**src/rtl/jk_flipflop_bank.sv**
```systemverilog
// Bank of WIDTH run-time configurable flip-flops (JK / T / D / SR / COUNT).
// Each bit is a per-lane cell; the top module builds the T-chain and registers the flags.

module jk_flipflop_cell #(
  parameter logic RST_BIT = 1'b0
) (
  input  logic       clk,
  input  logic       reset,
  input  logic       en,
  input  logic [2:0] mode,
  input  logic       a,
  input  logic       b,
  input  logic       t_chain,
  output logic       q,
  output logic       sr_bad
);
  localparam logic [2:0] MODE_JK    = 3'b000;
  localparam logic [2:0] MODE_T     = 3'b001;
  localparam logic [2:0] MODE_D     = 3'b010;
  localparam logic [2:0] MODE_SR    = 3'b011;
  localparam logic [2:0] MODE_COUNT = 3'b100;

  logic q_nxt;

  always_comb begin
    q_nxt = q;
    case (mode)
      MODE_JK: begin
        case ({a, b})
          2'b01:   q_nxt = 1'b0;
          2'b10:   q_nxt = 1'b1;
          2'b11:   q_nxt = ~q;
          default: q_nxt = q;
        endcase
      end
      MODE_T:     q_nxt = a ? ~q : q;
      MODE_D:     q_nxt = a;
      MODE_SR: begin
        // S=R=1 is illegal: hold this bit, neighbours still update
        case ({a, b})
          2'b01:   q_nxt = 1'b0;
          2'b10:   q_nxt = 1'b1;
          default: q_nxt = q;
        endcase
      end
      MODE_COUNT: q_nxt = t_chain ? ~q : q;
      default:    q_nxt = q;
    endcase
  end

  assign sr_bad = en && (mode == MODE_SR) && a && b;

  always_ff @(posedge clk) begin
    if (reset)   q <= RST_BIT;
    else if (en) q <= q_nxt;
  end
endmodule

module jk_flipflop_bank #(
  parameter int               WIDTH     = 8,
  parameter logic [WIDTH-1:0] RESET_VAL = '0
) (
  input  logic             clk,
  input  logic             reset,
  input  logic             en,
  input  logic [2:0]       mode,
  input  logic [WIDTH-1:0] a,
  input  logic [WIDTH-1:0] b,
  output logic [WIDTH-1:0] q,
  output logic [WIDTH-1:0] qn,
  output logic             sr_err,
  output logic             mode_err,
  output logic             carry
);
  localparam logic [2:0] MODE_COUNT = 3'b100;

  typedef struct packed {
    logic sr_err;
    logic mode_err;
    logic carry;
  } flags_t;

  // chain[i] = bits 0..i-1 all ones; chain[WIDTH] marks the wrap point
  logic [WIDTH:0]   chain;
  logic [WIDTH-1:0] sr_bad;
  flags_t           flags, flags_nxt;

  assign chain[0] = 1'b1;

  genvar i;
  generate
    for (i = 0; i < WIDTH; i++) begin : g_lane
      assign chain[i+1] = chain[i] & q[i];
      jk_flipflop_cell #(.RST_BIT(RESET_VAL[i])) u_cell (
        .clk     (clk),
        .reset   (reset),
        .en      (en),
        .mode    (mode),
        .a       (a[i]),
        .b       (b[i]),
        .t_chain (chain[i]),
        .q       (q[i]),
        .sr_bad  (sr_bad[i])
      );
    end
  endgenerate

  always_comb begin
    flags_nxt          = '0;
    flags_nxt.sr_err   = |sr_bad;
    flags_nxt.mode_err = en && mode[2] && (mode[1:0] != 2'b00);
    flags_nxt.carry    = en && (mode == MODE_COUNT) && chain[WIDTH];
  end

  always_ff @(posedge clk) begin
    if (reset) flags <= '0;
    else       flags <= flags_nxt;
  end

  assign qn       = ~q;
  assign sr_err   = flags.sr_err;
  assign mode_err = flags.mode_err;
  assign carry    = flags.carry;
endmodule
```
**config.mk**
```make
export PLATFORM = sky130hd
export DESIGN_NAME = jk_flipflop_bank
export DESIGN_NICKNAME = d
export VERILOG_FILES = /design/src/rtl/jk_flipflop_bank.sv
export SDC_FILE = /design/constraint.sdc
export NUM_CORES = 1
export LEC_CHECK = 0
export CORE_MARGIN = 2
export CORE_UTILIZATION = 50
export CTS_CLUSTER_DIAMETER = 200
export CTS_CLUSTER_SIZE = 8
export DETAILED_ROUTE_END_ITERATION = 10
export PLACE_DENSITY = 0.88
export SKIP_LAST_GASP = 1
export SLEW_MARGIN = 20
export SYNTH_ARGS = -nofsm -noshare
export SYNTH_HDL_FRONTEND = slang
export SYNTH_SLANG_ARGS = --single-unit
```
**constraint.sdc**
```tcl
create_clock -name clk -period 4.3 [get_ports clk]
set_clock_uncertainty 0.15 [all_clocks]
set_input_delay 0.43 -clock clk [delete_from_list [all_inputs] [get_ports clk]]
set_output_delay 0.43 -clock clk [all_outputs]
set_load 0.05 [all_outputs]
```
==> results.txt, run 1 <==
status = complete, no violations
first-pass GRT wire length = 6020 um
CTS Root Cell = clkbuf_4
total congestion overflow = 0
hold path depth = 2
Yosys warning count = 0
Crit Path Class = primary input to register
setup TNS = 0 ns
syn avg cell area = 6.92 um^2
mapped cell area = 0.00129 mm^2
CP max FO = 28
M1 wire length = 1500 um
Post-CTS Setup Inserts = 0
DP HPWL = 2770 um
# H-tree levels = 1
Post-synth EDFFs = 0
number of clock sinks = 11
syn nets = 211
Pre-antenna DRT Iters = 4
Most used DFF post-synth = dfxtp_1
fmax = 370 MHz
final setup fails = 0
core box area = 0.00245 mm^2
area grow syn2layout = 26.7%
Total Nets Final = 238
Critical Path Sink = g_lane[1].u_cell.q
top cells by area, synth = dfxtp_1 (17%), buf_4 (5.8%), nand2_1 (5.2%)
cell taking the most area after synthesis = dfxtp_1
Die X = 54.9 um
top cell type's share of synthesized area = 0.170
Crit. Startpoint = mode[0]
gr usage total = 0.277
via/cell ratio = 6.62
Hold Path Class = register to register
total power = 0.364 mW
later-pin clock latency in the skew report = 0.27 ns
vias = 1609
Synth Register Bits = 11
R2R Path Start = g_lane[1].u_cell.q
Slew @ Worst Pin = 0.901 ns
DRC Markers = 0
endpoints failing hold = 0
hold slack final = 0.372 ns
post-CTS sizing = 0
share of cells above drive strength 1 = 0.0423
RSZ-0062 raised after global routing = false
PD cells = 222 mW/mm^2
critical path arrival = 2.77 ns
Hold-fix buffers, CTS = 0
met3 routed WL = 463 um
routed wl met2 = 1790 um
min Tclk post-route = 2.70 ns
antenna viol nets, final = 0
pin count of the biggest net entering global routing = 29
CTS tree = yes
Post-Syn Instances = 187
Clock transition at path regs = 0.09 ns
clock buffer depth = 2
Async SR Flop Fraction = 0
Initial Util = 0.527
period utilization = 0.628
Peak VDD IR = 147 uV
leakage = 0.573 nW
Die Span Y = 54.9 um
synth unique cells = 46
die area = 0.00301 mm^2
R2R setup slack = 2.64 ns
Crit Reg-Reg Endpoint = g_lane[7].u_cell.q
WL/cell = 15.8 um
initial antenna violation count = 0
final slew viol count = 0
n_diodes = 0
WL final = 3840 um
Site Rows = 18
Worst setup EP type = register
TritonCTS Buffers = 3
Slew HR = 0.397
R2R cell count = 5
Max Cap Viol = 0
number of global-route vias before repair = 1341
PortBufs = 40
Top Metal Used = met4
Starting DRT DRC Count = 95
CP required = 4.37 ns
final RePlAce weighted congestion = 0.931
register area share after synthesis = 0.170
crit start category = primary input
number of I/O pins = 41
==> worst min path at each step <==
stage	startpoint	to	slack, ns
3_5_place_dp	g_lane[5].u_cell.q	g_lane[5].u_cell.q	0.36
6_report	g_lane[7].u_cell.q	carry	0.37
3_3_place_gp	g_lane[5].u_cell.q	g_lane[5].u_cell.q	0.35
4_1_cts	g_lane[7].u_cell.q	carry	0.38
2_1_floorplan	g_lane[7].u_cell.q	carry	0.32
5_1_grt	g_lane[7].u_cell.q	carry	0.41
==> cell families (layout without fill, tap and decap cells) <==
family,count (synthesis),in the layout,synth area share
flip-flops,11,11,0.170
XOR/XNOR,2,2,0.0135
adder cells (fa/ha/maj),2,2,0.0193
AND/OR/NAND/NOR,62,62,0.221
multiplexers,9,9,0.0725
buffers and inverters,34,60,0.144
AO/OA/AOI/OAI,67,67,0.360
==> critical path: stages <==
cell	delay [ns]
clkdlybuf4s50_1	1.06
or2_1	0.38
o221a_2	0.24
o221ai_1	0.12
a2111oi_1	0.38
a31o_1	0.16
==> power breakdown <==
| group | internal [mW] | leakage (nW) | total [mW] | switching (mW) |
|---|---|---|---|---|
| Clock | 0.0359 | 0.0150 | 0.0791 | 0.0432 |
| Sequential | 0.107 | 0.0897 | 0.114 | 0.00700 |
| Combinational | 0.0666 | 0.469 | 0.170 | 0.104 |
| Total | 0.210 | 0.573 | 0.364 | 0.154 |
==> state kept, by name (all words and copies together), names as in the netlist <==
name	count
sr_err	1
mode_err	1
g_lane.u_cell.q	8
carry	1
==> cell type report <==
cell class	count	area (um^2)
Clock buffer	4	26.3
Fill cell	218	816
Inverter	14	52.6
Multi-Input combinational cell	142	887
Sequential cell	11	220
Tap cell	30	37.5
Timing Repair Buffer	42	415
==> Yosys cell counts, drive strengths merged, types with 5 or more instances <==
library cell and count:
o21ai 14, a31oi 8, dfxtp 11, nor3 9, o211ai 5, nand3 11
a21oi 11, buf 17, mux2i 6, inv 12, nand2 18, nor2 14
==> placed cells by master, fill, tap and decap left out, types with 2 or more instances in the layout <==
cell             count
dfxtp_1             11
a311oi_1             2
nor3_1               9
nor2_1              14
o211ai_1             5
nand2b_1             2
a31oi_1              8
a2bb2oi_1            3
buf_4                2
o21ai_0             13
mux2i_1              6
nand2_1             18
clkinv_1             2
a22oi_1              2
o2111ai_1            3
nor2b_1              3
a221oi_1             3
o32ai_1              2
nand3_1             11
a21oi_1             11
mux2_2               2
ha_1                 2
o22ai_1              2
clkdlybuf4s50_1     40
o221ai_1             3
inv_1               12
clkbuf_4             3
==> per-stage QoR <==
stage          cell area, um^2   util  setup WS, ns  cells
6_report                  1640  0.668          1.60    243
5_1_grt                   1640  0.668          1.44    243
4_1_cts                   1640  0.668          1.64    243
3_5_place_dp              1610  0.657          1.36    239
3_3_place_gp              1610  0.657          1.44    239
2_1_floorplan             1290      -          2.50    187
==> metal layers <==
layer / up-vias / track usage
met2: 122 / 0.440
met1: 731 / 0.356
met3: 12 / 0.0492
li1: 744 / -
met5: - / 0
met4: 0 / 0.133
Power figures use the tool's default switching activity.
==> run 2, diff against run 1 <==
CORE_UTILIZATION = 47   (was 50)
PLACE_DENSITY = 0.84   (was 0.88)
clock period = 2.7 ns   (was 4.3 ns; I/O delays follow)
==> results.txt, run 2 (synthesis gave the netlist of run 1 again) <==
share of cells above drive strength 1 = 0.0642
DRC Markers = 0
final RePlAce weighted congestion = 0.924
most frequent cells in the layout = clkdlybuf4s50_1 (40), nand2_1 (18), nor2_1 (14), o21ai_0 (13), inv_1 (12)
max reg flops = 8
status = complete, no violations
PD cells = 347 mW/mm^2
CTS Root Cell = clkbuf_4
Slew @ Worst Pin = 0.496 ns
Site Rows = 19
antenna viol nets, final = 0
CP required = 2.71 ns
commonest non-fill, non-tap cell in the layout = clkdlybuf4s50_1
Clock transition at path regs = 0.08 ns
min Tclk post-route = 2.06 ns
DP HPWL = 2800 um
slowest stage delay, CP = 0.74 ns
gr usage total = 0.249
Die X = 56.5 um
Biggest register = g_lane.u_cell.q
Net Sw Frac = 0.419
sequential fraction of design power = 0.312
later-pin clock latency in the skew report = 0.29 ns
crit start category = primary input
period utilization = 0.763
area grow syn2layout = 29.7%
Placed Area = 0.00165 mm^2
total congestion overflow = 0
Clock Power Share = 0.215
Initial Util = 0.482
WL/cell = 15.4 um
core box area = 0.00269 mm^2
pin count of the biggest net entering global routing = 16
Total Nets Final = 243
fmax = 486 MHz
CP max FO = 13
number of I/O pins = 41
Starting DRT DRC Count = 100
Hold Path Class = register to register
number of global-route vias before repair = 1401
Max Cap Viol = 0
Peak VDD IR = 429 uV
initial antenna violation count = 0
Die Span Y = 56.5 um
internal power = 0.339 mW
critical path arrival = 2.07 ns
Combinational Power Share = 0.472
Switch Pwr = 0.244 mW
TritonCTS Buffers = 3
R2R setup slack = 1.10 ns
cell with the largest stage delay on the worst path = clkdlybuf4s50_1
Worst setup EP type = register
n_diodes = 0
final setup fails = 0
final slew viol count = 0
Slew HR = 0.669
Post-CTS Setup Inserts = 0
via/cell ratio = 6.42
vias = 1599
die area = 0.00319 mm^2
critical-path cell list = clkdlybuf4s50_1 -> xor2_1 -> o21ai_0 -> mux2_2 -> o211ai_1 -> mux2i_1
CTS tree = yes
RSZ-0062 raised after global routing = false
endpoints failing hold = 0
post-CTS sizing = 0
WL final = 3820 um
PortBufs = 40
clock buffer depth = 2
final instance area = 0.00168 mm^2
Crit Path Class = primary input to register
first-pass GRT wire length = 6400 um
Pre-antenna DRT Iters = 5
number of clock sinks = 11
Hold-fix buffers, CTS = 0
leakage = 0.598 nW
setup TNS = 0 ns
# H-tree levels = 1
[run 2: worst max-delay path: cells and delay by family]
family	cells	cell delay, ns
XOR/XNOR	1	0.45
buffers and inverters	1	0.74
multiplexers	2	0.37
AO/OA/AOI/OAI	2	0.24
[run 2: final timing paths]
path,from,endpoint,cells past startpoint
worst max-delay path,mode[2],g_lane[5].u_cell.q,6
worst min-delay path,g_lane[5].u_cell.q,g_lane[5].u_cell.q,2
worst max register to register,g_lane[1].u_cell.q,g_lane[7].u_cell.q,5
worst min register to register,g_lane[5].u_cell.q,g_lane[5].u_cell.q,2
[run 2: metal layers]
layer  wire length [um]  GRT usage  part of all wire
met1               1530      0.326              0.40
met4                 57     0.0714             0.015
met3                430     0.0691              0.11
met2               1800      0.399              0.47
met5                  0          0                 0
[run 2: layout make-up]
class	count	area, um^2
clock buffer	4	26.3
fill	258	1010
inverter	14	52.6
multi-input combinational	142	887
sequential	11	220
tap	31	38.8
timing repair buffer	47	453
[run 2: power by group through the flow]
stage | registers (mW) | logic [mW] | clock network [mW]
2_1_floorplan | 0.186 | 0.180 | 0
3_3_place_gp | 0.186 | 0.269 | 0
3_5_place_dp | 0.186 | 0.272 | 0
4_1_cts | 0.182 | 0.273 | 0.128
5_1_grt | 0.183 | 0.296 | 0.133
6_report | 0.182 | 0.275 | 0.125
[run 2: stage by stage]
stage,hold slack [ns],power [mW],instances,util,setup slack [ns]
finish,0.366,0.583,249,0.625,0.641
CTS,0.372,0.583,249,0.625,0.651
global route,0.378,0.613,249,0.625,0.545
floorplan,0.305,0.366,187,-,0.975
detailed placement,0.355,0.458,245,0.615,0.395
global placement,0.356,0.455,245,0.615,0.444
